`src/rtl/uart_rx_ovs.sv`:
```
// 16x oversampling UART receiver with 2-of-3 majority bit decisions and a
// one-word ready/valid output holding register. Optional parity via UART_RX_PARITY_EN.
module uart_rx_ovs #(
    parameter int CLK_DIV   = 27,
    parameter int DATA_BITS = 8,
    parameter int STOP_BITS = 1
`ifdef UART_RX_PARITY_EN
    , parameter bit PARITY_ODD = 1'b0
`endif
) (
    input  logic                 sys_clk,
    input  logic                 sys_rstn,
    input  logic                 rs232_rx,
    output logic [DATA_BITS-1:0] rx_data,
    output logic                 rx_valid,
    input  logic                 rx_ready,
    output logic                 rx_frame_err,
    output logic                 rx_parity_err,
    output logic                 rx_overrun,
    output logic                 rx_busy
);

`ifdef UART_RX_PARITY_EN
    typedef enum logic [2:0] {IDLE, START, DATA, PARITY, STOP} state_t;
`else
    typedef enum logic [2:0] {IDLE, START, DATA, STOP} state_t;
`endif

    localparam logic [15:0] DIV_MAX   = 16'(CLK_DIV - 1);
    localparam logic [3:0]  LAST_DATA = 4'(DATA_BITS - 1);
    localparam logic [3:0]  LAST_STOP = 4'(STOP_BITS - 1);

    state_t                 state, next_state;
    logic                   rx_meta, rx_sync, rx_prev;
    logic [15:0]            div_cnt;
    logic [3:0]             smp, bit_cnt;
    logic                   s7, s8, maj, tick, done;
    logic                   ferr;
    logic [DATA_BITS-1:0]   shreg;

    assign tick    = (state != IDLE) && (div_cnt == DIV_MAX);
    assign maj     = (s7 & s8) | (s7 & rx_sync) | (s8 & rx_sync);
    assign rx_busy = (state != IDLE);

    always_ff @(posedge sys_clk or negedge sys_rstn) begin
        if (!sys_rstn) state <= IDLE;
        else           state <= next_state;
    end

    always_comb begin
        next_state = state;
        done       = 1'b0;
        case (state)
            IDLE:  if (rx_prev && !rx_sync) next_state = START;
            START: begin
                // Start bit that is not low at mid-bit is treated as line noise.
                if (tick && smp == 4'd9 && maj)  next_state = IDLE;
                else if (tick && smp == 4'd15)   next_state = DATA;
            end
            DATA:
                if (tick && smp == 4'd15 && bit_cnt == LAST_DATA)
`ifdef UART_RX_PARITY_EN
                    next_state = PARITY;
`else
                    next_state = STOP;
`endif
`ifdef UART_RX_PARITY_EN
            PARITY: if (tick && smp == 4'd15) next_state = STOP;
`endif
            STOP: begin
                // Finish at mid stop bit so a start edge right after it is caught.
                if (tick && smp == 4'd9 && bit_cnt == LAST_STOP) begin
                    next_state = IDLE;
                    done       = 1'b1;
                end
            end
            default: next_state = IDLE;
        endcase
    end

    always_ff @(posedge sys_clk or negedge sys_rstn) begin
        if (!sys_rstn) begin
            rx_meta <= 1'b1;
            rx_sync <= 1'b1;
            rx_prev <= 1'b1;
            div_cnt <= '0;
            smp     <= '0;
            bit_cnt <= '0;
            s7      <= 1'b1;
            s8      <= 1'b1;
            ferr    <= 1'b0;
            shreg   <= '0;
        end else begin
            rx_meta <= rs232_rx;
            rx_sync <= rx_meta;
            rx_prev <= rx_sync;
            if (state == IDLE || tick) div_cnt <= '0;
            else                       div_cnt <= div_cnt + 16'd1;
            if (state == IDLE) begin
                smp     <= '0;
                bit_cnt <= '0;
                ferr    <= 1'b0;
            end else if (tick) begin
                smp <= smp + 4'd1;
                if (smp == 4'd7) s7 <= rx_sync;
                if (smp == 4'd8) s8 <= rx_sync;
                if (smp == 4'd9 && state == DATA) shreg <= {maj, shreg[DATA_BITS-1:1]};
                if (smp == 4'd9 && state == STOP && !maj) ferr <= 1'b1;
                if (smp == 4'd15 && (state == DATA || state == STOP))
                    bit_cnt <= (state == DATA && bit_cnt == LAST_DATA) ? 4'd0 : bit_cnt + 4'd1;
            end
        end
    end

`ifdef UART_RX_PARITY_EN
    logic perr;

    always_ff @(posedge sys_clk or negedge sys_rstn) begin
        if (!sys_rstn)                                  perr <= 1'b0;
        else if (tick && smp == 4'd9 && state == PARITY) perr <= ((^shreg) ^ maj) != PARITY_ODD;
    end
`endif

    always_ff @(posedge sys_clk or negedge sys_rstn) begin
        if (!sys_rstn) begin
            rx_data      <= '0;
            rx_valid     <= 1'b0;
            rx_frame_err <= 1'b0;
            rx_overrun   <= 1'b0;
`ifdef UART_RX_PARITY_EN
            rx_parity_err <= 1'b0;
`endif
        end else begin
            rx_overrun <= 1'b0;
            if (done) begin
                if (!rx_valid || rx_ready) begin
                    rx_data      <= shreg;
                    rx_frame_err <= ferr | ~maj;
                    rx_valid     <= 1'b1;
`ifdef UART_RX_PARITY_EN
                    rx_parity_err <= perr;
`endif
                end else begin
                    rx_overrun <= 1'b1;
                end
            end else if (rx_valid && rx_ready) begin
                rx_valid <= 1'b0;
            end
        end
    end

`ifndef UART_RX_PARITY_EN
    assign rx_parity_err = 1'b0;
`endif

endmodule

```
`config.mk`:
```
export PLATFORM = sky130hd
export DESIGN_NAME = uart_rx_ovs
export DESIGN_NICKNAME = d
export VERILOG_FILES = /design/src/rtl/uart_rx_ovs.sv
export SDC_FILE = /design/constraint.sdc
export NUM_CORES = 1
export LEC_CHECK = 0
export ABC_AREA = 0
export CAP_MARGIN = 20
export CORE_MARGIN = 1.5
export CORE_UTILIZATION = 55
export DETAILED_ROUTE_END_ITERATION = 16
export GPL_TIMING_DRIVEN = 0
export PLACE_DENSITY = 0.83
export SKIP_CTS_REPAIR_TIMING = 1
export SKIP_LAST_GASP = 1
export SYNTH_ARGS = -nofsm -noshare
export SYNTH_HDL_FRONTEND = slang
export SYNTH_SLANG_ARGS = --single-unit
```
`constraint.sdc`:
```
create_clock -name sys_clk -period 3.9 [get_ports sys_clk]
set_input_delay 0.585 -clock sys_clk [delete_from_list [all_inputs] [get_ports sys_clk]]
set_output_delay 0.585 -clock sys_clk [all_outputs]
set_load 0.02 [all_outputs]
```
Word-level counts from Yosys, hierarchy flattened

Cells that the tools add are included.

Register bits after elaboration: 52
Input bits: 4
Output and inout bits: 13
Logic and storage cells: 97

Add/sub/neg operators: 3
Eq/ne operators: 14
Mux-type cells: 23
Bitwise logic cells: 8
Reduce and logical (&&, ||, !) cells: 34

Operators with widths:

| cell                                                                   | count |
|---|---|
| 4-bit 2-to-1 mux                                                       | 6 |
| 16-bit by 1-bit adder with 16-bit output, second input constant        | 1 |
| 16-bit by 5-bit equality test with 1-bit output, second input constant | 1 |
| 16-bit 2-to-1 mux                                                      | 1 |
| 3-bit 2-to-1 mux                                                       | 5 |
| 1-bit logical AND                                                      | 13 |
| 4-bit equality test, second input constant                             | 3 |
| 3-bit one-hot mux with 4 select lines                                  | 1 |
| 1-bit 2-to-1 mux                                                       | 10 |
| 3-bit AND reduction                                                    | 3 |
| 4-bit by 1-bit adder with 4-bit output, second input constant          | 2 |
| 4-bit by 3-bit equality test with 1-bit output, second input constant  | 2 |
| 2-bit AND reduction                                                    | 4 |
| 2-bit nonzero test                                                     | 4 |
| 3-bit by 2-bit equality test with 1-bit output, second input constant  | 2 |
| 2-bit inequality test, second input constant                           | 3 |
| 4-bit logical NOT                                                      | 1 |
| 4-bit AND reduction                                                    | 1 |
| 1-bit AND                                                              | 3 |
| 3-bit by 1-bit equality test with 1-bit output, second input constant  | 1 |
| 1-bit logical NOT                                                      | 3 |
| 3-bit logical NOT                                                      | 1 |
| 1-bit logical OR                                                       | 3 |
| 3-bit inequality test, second input constant                           | 1 |
| other kinds (4)                                                        | 7 |

Depth between registers and ports, before layout

Gate-level depths: netlist of run 1.

Word-level depth: 8
Depth in mapped cells: 8
Mapped depth without buffers: 6

Worst setup path before layout of run 1

OpenSTA, ideal clock, no wires.

Path kind: reg2reg
From: register div_cnt[0]
To: register shreg[0]
Arrival: 1.765 ns
Data required time: 3.775 ns
Path slack: 2.009 ns
Stages on the path, launching flop included: 8
Path buffers: 1
Cell sequence: dfrtp_1 > inv_1 > ha_1 > nor4b_2 > nand4_2 > or3_1 > buf_6 > mux2_4

Longest elaborated chain between the ends: 3

RTL lines:

| element                                         | RTL line | source |
|---|---|---|
| from (decl)                                     | 35       | `logic [15:0] div_cnt;` |
| from (signal assigned)                          | 98       | `else div_cnt <= div_cnt + 16'd1;` |
| 16-bit by 5-bit equality test with 1-bit output | 41       | `assign tick = (state != IDLE) && (div_cnt == DIV_MAX);` |
| 1-bit logical AND                               | 41       |  |
| 3-bit AND reduction (no source line)            | --       |  |
| to (signal assigned)                            | 107      | `if (smp == 4'd9 && state == DATA) shreg <= {maj, shreg[DATA_BITS-1:1]};` |
| to (decl)                                       | 39       | `logic [DATA_BITS-1:0] shreg;` |

No other way between the ends.
A chain may end at the register's enable or synchronous reset.

Worst setup path after layout of run 1

From: register state[0]
To: output port rx_busy

Longest elaborated chain between the ends: 1

RTL lines:

| element                | RTL line | source |
|---|---|---|
| from (decl)            | 33       | `state_t state, next_state;` |
| from (signal assigned) | 47       | `else state <= next_state;` |
| 3-bit nonzero test     | 43       | `assign rx_busy = (state != IDLE);` |
| to (decl)              | 20       | `output logic rx_busy` |

No other way between the ends.

==> flow_summary.ini, run 1 <==
[outcome]
status = finished clean

[power_and_ir_drop]
finalPower_mw = 1.13
p_per_area_mw_per_mm2 = 402
vdd_drop_max_mv = 0.287
p_leak_nw = 1.26

[route]
wl_um = 4260
via_per_inst = 5.65
drtAntennaViolNets = 0
dr.pass1.iters = 4
drt_iter0_drc = 120
num_vias = 1700
wl_per_cell_um = 14.1
drc = 0

[sta]
slew_violations = 0
hold_viol = 0
hold_ws_ns = 0.233
fin_crit_sh_pct = 68.4
setup_viol = 0
relSlewSlack_pct = 60.6
rsz0062_at_grt = no
worst_pin_slew_ns = 0.589
fin_crit_ns = 2.67
fin_skew_ns = 0.00766
tns_ns = 0
fmax_ghz = 0.375

[die]
num_rows = 24
dieHeight_um = 70.4
initial_utilization_pct = 57.4
ios = 17
core-area_mm2 = 0.00435
dieArea_mm2 = 0.00495
fp.dieW_um = 70.4

[cts]
clk_pin_slew_worst_paths_ns = 0.10
cts_sinks = 51
root_buffer = clkbuf_8
clock_latency_ns = 0.31
numCtsBuffers = 5
cts_tree = yes
cts_htree_levels = 2
cts_max_path_buffers = 2

[synthesis]
synth-edff-count = 0
synth.yosys.seq_area_share_pct = 51.4
synth-main-ff-cell = dfrtp_1
syn_nets = 236
ys_ff_latch = 51
yosysTopAreaCell = dfrtp_1
synthArstFlopShare_pct = 100
synth_cell_type_count = 45
avgSynthCellArea_um2 = 11.1
yosys.area.top_type_share_pct = 46.1
ys.warnings.count = 0
synth_top_cells_by_area = dfrtp_1 46%, dfstp_2 5.3%, mux2_2 5.0%
synth_area_mm2 = 0.00250
synthCells = 225

[run]
drv_cap = 0

[setup_path]
r2r_slack_ns = 1.78
crit_type = reg -> out
worstPathArrival_ns = 2.08
r2r-start = div_cnt[0]
r2r-end = shreg[4]
critPathMaxFanout = 9
cp_data_required_time_ns = 3.31
rr_worst_depth = 7
cp-start-kind = flip-flop
worstSetupEndpointType = output pin

[final_layout]
area_delta_synth_final_pct = 13.0
fin_nets = 259
final_cells = 301
layout-drive-gt1-share_pct = 18.1
antennaDiodeCount = 0

[global_routing]
grt-ovfl-total = 0
grt_start_max_net_pins = 31
groute.usage.overall_pct = 18.9
grt_pass1_wl_um = 7440
antenna_found_initial = 0
grt_pass1_vias = 1581

[placed_design]
port_buffers = 15
dp.cells = 293
gp_congestion = 0.913
hpwl_um = 3000

[hold_path]
hold_class = in -> async
how the worst max path moves through the flow:
stage                     from        to  slack (ns)  cells past startpoint
finish                state[0]   rx_busy        1.23                      4
detailed placement    state[0]   rx_busy        1.55                      4
CTS                   state[0]   rx_busy        1.21                      4
global route          state[0]   rx_busy        1.08                      4
floorplan           div_cnt[0]  shreg[0]        2.01                      7
global placement      sys_rstn    smp[0]        0.80                      1
cell usage in the layout, fill, tap and decap left out, types with 2 or more instances in the layout:
master	instances
xnor2_1	11
xor2_1	3
a21oi_1	8
nand3_1	13
ha_1	7
mux2_2	11
mux2_4	8
nor3_1	5
inv_1	8
a311o_1	2
nand4_1	5
inv_6	2
dfstp_2	5
nand2b_1	4
or3_1	4
clkbuf_1	3
nand2_1	12
buf_2	5
clkbuf_8	5
nor2_1	24
a22o_1	2
and3_1	6
dfrtp_1	46
clkdlybuf4s50_1	14
nand3b_1	3
nor4_1	6
o21ai_0	4
worst max-delay path: stages (launching register included):
cell	delay [ns]
dfrtp_1	0.37
clkbuf_1	0.19
nor2_1	0.51
inv_1	0.14
clkdlybuf4s50_1	0.57
Yosys cell counts, drive strengths merged, types with 2 or more instances:
master	n
dfrtp	46
nor2	24
mux2	19
nand3	13
nand2	12
xnor2	11
a21oi	8
inv	8
ha	7
nor4	7
and3	6
buf	6
nand4	6
dfstp	5
nor3	5
nand2b	4
o21ai	4
or3	4
clkbuf	3
nand3b	3
xor2	3
a22o	2
a311o	2
nor4b	2
metal layers:
layer | share of wire [%] | track usage, % | vias up
met5 | 0 | 0 | -
met2 | 46 | 28.0 | 38
li1 | - | - | 837
met1 | 48 | 26.9 | 817
met4 | 1.9 | 6.84 | 0
met3 | 3.9 | 4.91 | 8
where the power goes:
group	internal [mW]	leakage, nW	switching, mW	total [mW]
combinational	0.0804	0.532	0.102	0.183
sequential	0.574	0.676	0.0555	0.629
clock	0.132	0.0491	0.190	0.322
total	0.787	1.26	0.348	1.13
flip-flops by register name, indices dropped and copies added (netlist names), 2 cells and up:
name / flops
div_cnt: 16
rx_data: 8
shreg: 8
bit_cnt: 4
smp: 4
state: 2
kinds of logic after synthesis:
| kind of cell | synth area share (%) |
|---|---|
| AO/OA/AOI/OAI | 5.41 |
| multiplexers | 9.77 |
| buffers and inverters | 3.21 |
| AND/OR/NAND/NOR | 21.3 |
| adder cells (fa/ha/maj) | 3.91 |
| flip-flops | 51.4 |
| other | 0.150 |
| XOR/XNOR | 4.91 |
layout make-up:
cell class,instances,area [um2]
Buffer,9,50.0
Clock buffer,5,68.8
Clock inverter,3,26.3
Fill cell,341,1530
Inverter,8,30.0
Multi-Input combinational cell,157,1130
Sequential cell,51,1280
Tap cell,52,65.1
Timing Repair Buffer,16,165
per-stage QoR:
stage	utilization, %	setup slack, ns	cell area [um2]
2_1_floorplan	-	2.01	2500
3_3_place_gp	62.3	0.804	2710
3_5_place_dp	62.6	1.55	2730
4_1_cts	64.8	1.21	2820
5_1_grt	64.8	1.08	2820
6_report	64.8	1.23	2820
Power figures use the tool's default switching activity.
==> run 2: changes to the inputs <==
==> constraint.sdc (replaced) <==
create_clock -name sys_clk -period 2.71 [get_ports sys_clk]
set_input_delay 0.4065 -clock sys_clk [delete_from_list [all_inputs] [get_ports sys_clk]]
set_output_delay 0.4065 -clock sys_clk [all_outputs]
set_load 0.02 [all_outputs]
==> results of run 2 <==
The final DEF is identical to that of run 1. Status: finished clean.
Main changes from that run: setup slack after placement 1.55 ns -> 0.540 ns; setup slack after layout 1.23 ns -> 0.220 ns; hold slack 0.233 ns -> 0.0542 ns; register-to-register setup slack 1.78 ns -> 0.59 ns; total power 1.13 mW -> 1.63 mW; worst IR drop on VDD 0.287 mV -> 0.413 mV
